**config.mk**
```make
export PLATFORM = sky130hd
export DESIGN_NAME = posit_mul_arbiter
export DESIGN_NICKNAME = d
export VERILOG_FILES = /design/src/rtl/posit_mul_arbiter.sv
export SDC_FILE = /design/constraint.sdc
export NUM_CORES = 1
export LEC_CHECK = 0
export BUFFER_PORTS_ARGS = -buffer_cell sky130_fd_sc_hd__buf_2
export CORE_AREA = 2 2 116 118
export DETAILED_ROUTE_END_ITERATION = 8
export DIE_AREA = 0 0 118 120
export PLACE_DENSITY = 0.84
export SKIP_LAST_GASP = 1
export SYNTH_ARGS = -nofsm -noshare
export SYNTH_HDL_FRONTEND = slang
export SYNTH_SLANG_ARGS = --single-unit
export TNS_END_PERCENT = 10
```
**constraint.sdc**
```tcl
create_clock -name clk -period 9.1 [get_ports clk]
set_input_delay 0.455 -clock clk [delete_from_list [all_inputs] [get_ports clk]]
set_output_delay 0.455 -clock clk [all_outputs]
set_load 0.01 [all_outputs]
```
**src/rtl/posit_mul_arbiter.sv**
```systemverilog
// Two-requester round-robin front end for a shared combinational posit multiplier.
// Operands are registered into the multiplier; the result is sampled after a fixed settle time.
//
// state | meaning
// IDLE  | arbitrating; req_ready offered to the granted requester
// WAIT  | operands registered, counting down the multiplier settle time
// RESP  | result held on rsp_* until the owner accepts it
module posit_mul_arbiter #(
    parameter int WIDTH       = 32,
    parameter int MUL_LATENCY = 2,
    parameter int CNT_W       = 16
) (
    input  logic                 clk,
    input  logic                 rst,
    input  logic [1:0]           req_valid,
    output logic [1:0]           req_ready,
    input  logic [2*WIDTH-1:0]   req_a,
    input  logic [2*WIDTH-1:0]   req_b,
    output logic [1:0]           rsp_valid,
    input  logic [1:0]           rsp_ready,
    output logic [WIDTH-1:0]     rsp_product,
    output logic                 rsp_error,
    output logic                 rsp_zero,
    output logic [WIDTH-1:0]     mul_a,
    output logic [WIDTH-1:0]     mul_b,
    input  logic [WIDTH-1:0]     mul_product,
    input  logic                 mul_error,
    input  logic                 mul_zero,
    output logic                 busy,
    output logic [CNT_W-1:0]     op_count,
    output logic [CNT_W-1:0]     err_count
);

    localparam logic [WIDTH-1:0] NAR = {1'b1, {(WIDTH-1){1'b0}}};

    typedef enum logic [1:0] {IDLE, WAIT, RESP} state_t;

    state_t          state, state_nx;
    logic            rr_ptr;
    logic            owner;
    logic [3:0]      settle_cnt;
    logic            gnt;
    logic            req_fire;
    logic            rsp_fire;
    logic [WIDTH-1:0] sel_a, sel_b;
    logic            any_nar, any_zero, bypass;

    // Requester 1 wins when it is the only one asking, or when both ask and it holds priority.
    always_comb begin
        gnt       = req_valid[1] & (~req_valid[0] | rr_ptr);
        req_ready = 2'b00;
        if (state == IDLE && !rst && req_valid != 2'b00)
            req_ready = gnt ? 2'b10 : 2'b01;
    end

    assign req_fire = (req_valid & req_ready) != 2'b00;
    assign sel_a    = gnt ? req_a[2*WIDTH-1:WIDTH] : req_a[WIDTH-1:0];
    assign sel_b    = gnt ? req_b[2*WIDTH-1:WIDTH] : req_b[WIDTH-1:0];
    assign any_nar  = (sel_a == NAR) || (sel_b == NAR);
    assign any_zero = (sel_a == '0) || (sel_b == '0);
    assign bypass   = any_nar || any_zero;

    assign rsp_valid = (state == RESP) ? (owner ? 2'b10 : 2'b01) : 2'b00;
    assign rsp_fire  = (state == RESP) && rsp_ready[owner];
    assign busy      = (state != IDLE);

    always_ff @(posedge clk or posedge rst) begin
        if (rst) state <= IDLE;
        else     state <= state_nx;
    end

    always_comb begin
        state_nx = state;
        case (state)
            IDLE:    if (req_fire) state_nx = bypass ? RESP : WAIT;
            WAIT:    if (settle_cnt == 4'd0) state_nx = RESP;
            RESP:    if (rsp_fire) state_nx = IDLE;
            default: state_nx = IDLE;
        endcase
    end

    always_ff @(posedge clk or posedge rst) begin
        if (rst) begin
            rr_ptr      <= 1'b0;
            owner       <= 1'b0;
            settle_cnt  <= 4'd0;
            mul_a       <= '0;
            mul_b       <= '0;
            rsp_product <= '0;
            rsp_error   <= 1'b0;
            rsp_zero    <= 1'b0;
            op_count    <= '0;
            err_count   <= '0;
        end else begin
            if (state == IDLE && req_fire) begin
                owner  <= gnt;
                rr_ptr <= ~gnt;
                if (bypass) begin
                    rsp_product <= any_nar ? NAR : '0;
                    rsp_error   <= any_nar;
                    rsp_zero    <= ~any_nar;
                end else begin
                    mul_a      <= sel_a;
                    mul_b      <= sel_b;
                    settle_cnt <= 4'(MUL_LATENCY - 1);
                end
            end
            if (state == WAIT) begin
                if (settle_cnt == 4'd0) begin
                    // A multiplier error always reports as NaR regardless of the raw product.
                    rsp_product <= mul_error ? NAR : mul_product;
                    rsp_error   <= mul_error;
                    rsp_zero    <= mul_zero & ~mul_error;
                end else begin
                    settle_cnt <= settle_cnt - 4'd1;
                end
            end
            if (rsp_fire) begin
                if (op_count != '1)
                    op_count <= op_count + CNT_W'(1);
                if (rsp_error && err_count != '1)
                    err_count <= err_count + CNT_W'(1);
            end
        end
    end

endmodule

```
==> impl_metrics.json <==
{
  "cts_buffer_depth": 2,
  "cp-startpoint": "rr_ptr",
  "finalHoldViolations": 0,
  "drt-total-wl_um": 18000,
  "yosysSeqAreaShare_pct": 54.3,
  "htreeDepth": 4,
  "cts_hold_buffers": 0,
  "fin_nets": 1054,
  "nFillCells": 1066,
  "crit_fanout": 74,
  "status": "completed",
  "critPathLaunchType": "register",
  "period_share_pct": 41.1,
  "max_freq_mhz": 268,
  "initial_core_util_pct": 49.0,
  "vias_per_cell": 5.27,
  "dpl-instance-area_um2": 7960,
  "floorplan.die.height_um": 120,
  "synthCells": 586,
  "grt_pass1_vias": 5651,
  "dp_cells": 1040,
  "cp.arrival_ns": 4.00,
  "final_area_um2": 8530,
  "async_reset_ff_share_pct": 100,
  "synth_enable_flop_cells": 0,
  "layout_commonest_cell": "buf_2",
  "fin_skew_ns": 0.00708,
  "synth_fp_nets": 757,
  "first_pass_iters": 6,
  "worst_setup_path_end_kind": "register",
  "tritoncts": "done",
  "numCtsBuffers": 17,
  "ys_warn_count": 0,
  "max_slew_margin_pct": 27.4,
  "hpwl_um": 13600,
  "ys.flop_type": "dfrtp_1",
  "yosysUniqueCellTypes": 47,
  "vias": 5648,
  "final_util_pct": 65.7,
  "r2r_start": "rr_ptr",
  "fin_crit_ns": 3.74,
  "slew_violations": 0,
  "grt_first_pass_wirelength_um": 28600,
  "grt_util_all_layers_pct": 26.2,
  "antenna_cells": 0,
  "synth.cell_area_um2": 6360,
  "num_io_pins": 303,
  "drt-initial-drc-count": 255,
  "cts-root-buf": "clkbuf_16",
  "worstPathRequired_ns": 9.37,
  "powerDensity_nw_per_um2": 292,
  "max-vdd-ir-drop_mv": 0.157,
  "r2r_setup_slack_ns": 5.36,
  "setup_tns_ns": 0,
  "grt_max_degree": 89,
  "p_leak_nw": 4.60,
  "place_congestion": 0.983,
  "cts_sinks": 138,
  "hold_path_class": "input port to asynchronous set/reset pin",
  "worst_pin_slew_ns": 1.09,
  "dieArea_um2": 14200,
  "worstSetupPathType": "register to register",
  "cts.repair.resized": 0,
  "synth_area_per_cell_um2": 10.9,
  "cts.reportedPaths.clkPinSlew_ns": 0.06,
  "core_um2": 13000,
  "stdcell_count": 1071,
  "ant_nets": 0,
  "cap_violations": 0,
  "numPortBuffers": 302,
  "clk_latency_ns": 0.42,
  "area_growth_pct": 34.1,
  "finalSetupViolations": 0,
  "rsz0062_at_grt": "no",
  "grt_overflow_total": 0,
  "drive_gt1_share_pct": 39.8,
  "cts_setup_buffers": 0,
  "chipWidth_um": 118,
  "drcViolationCount": 0,
  "layout_common_cells": "302 x buf_2, 138 x dfrtp_1, 79 x nand2_1, 64 x mux2i_1, 51 x o21ai_0",
  "grt_antenna_before_repair": 0,
  "wl_per_cell_um": 16.8,
  "placementRows": 42,
  "ys_ff_latch": 138
}
worst max-delay path, stage by stage (launching register included):
cell       delay [ns]
dfrtp_1          0.37
nand2b_1         0.21
nand2_4          0.32
buf_4            0.67
nor3_1           0.13
o2bb2ai_1        0.47
nand3b_4         0.55
buf_4            0.52
nand2_1          0.14
o21ai_0          0.10
kinds of logic after synthesis:
logic type,after synthesis,share of synthesized area [%]
AOI/OAI and AO/OA,114,11.7
xor gates and xnor gates,30,4.13
adders and majority gates,3,0.590
buffers and inverters,39,3.48
DFF,138,54.3
muxes,68,10.8
and+or+nand+nor,194,15.0
per-layer routing:
| metal | share of wire (%) | track usage, % |
|---|---|---|
| met4 | 3.0 | 11.6 |
| met5 | 0 | 0 |
| met2 | 49 | 44.0 |
| met1 | 41 | 31.5 |
| met3 | 6.6 | 7.51 |
stage by stage:
stage,power (mW),hold WS [ns],worst slack (ns)
2_1_floorplan,1.48,0.484,4.95
3_3_place_gp,1.81,0.458,5.46
3_5_place_dp,1.85,0.467,5.30
4_1_cts,2.51,0.0711,5.41
5_1_grt,2.65,0.0970,5.04
6_report,2.49,0.0709,5.36
final cells by class:
type	instances	area, µm²	share of cell area (%)
Clock inverter	13	129	1.51
Tap cell	176	220	2.58
Inverter	10	42.5	0.499
Clock buffer	18	439	5.15
Timing Repair Buffer	307	1550	18.2
Multi-Input combinational cell	409	2700	31.6
Sequential cell	138	3450	40.5
flip-flops by register name, summed over array words and instances, names as in the netlist:
signal,flops
rsp_zero,1
settle_cnt,4
op_count,16
rr_ptr,1
owner,1
rsp_error,1
state,2
err_count,16
mul_a,32
mul_b,32
rsp_product,32
worst paths after layout:
| check | to | cells past startpoint |
|---|---|---|
| setup / recovery | mul_a[2] | 9 |
| hold / removal | mul_b[18] | 2 |
| setup reg to reg | mul_a[2] | 9 |
| hold reg to reg | mul_a[14] | 2 |
| max in group asynchronous | mul_a[14] | 3 |
| min in group clk | rsp_product[30] | 2 |
Yosys cell counts, types with 10 or more instances:
cell type	n	area share (%)
dfrtp_1	138	54
a22o_1	32	4.4
o21ai_0	51	4.0
clkbuf_1	10	0.59
nor4_1	23	2.3
o21ai_1	16	1.3
xor2_1	12	1.7
nor3_1	11	0.87
mux2i_1	64	10
inv_1	10	0.59
nand2_1	80	4.7
nand4_1	19	1.9
xnor2_1	18	2.5
nor2_1	28	1.7
where the power goes:
group / switching (mW) / internal (mW) / leakage (nW)
clock: 0.258 / 0.405 / 0.273
sequential: 0.134 / 0.843 / 1.76
combinational: 0.488 / 0.367 / 2.57
total: 0.880 / 1.61 / 4.60
(Power assumes the default switching activity.)
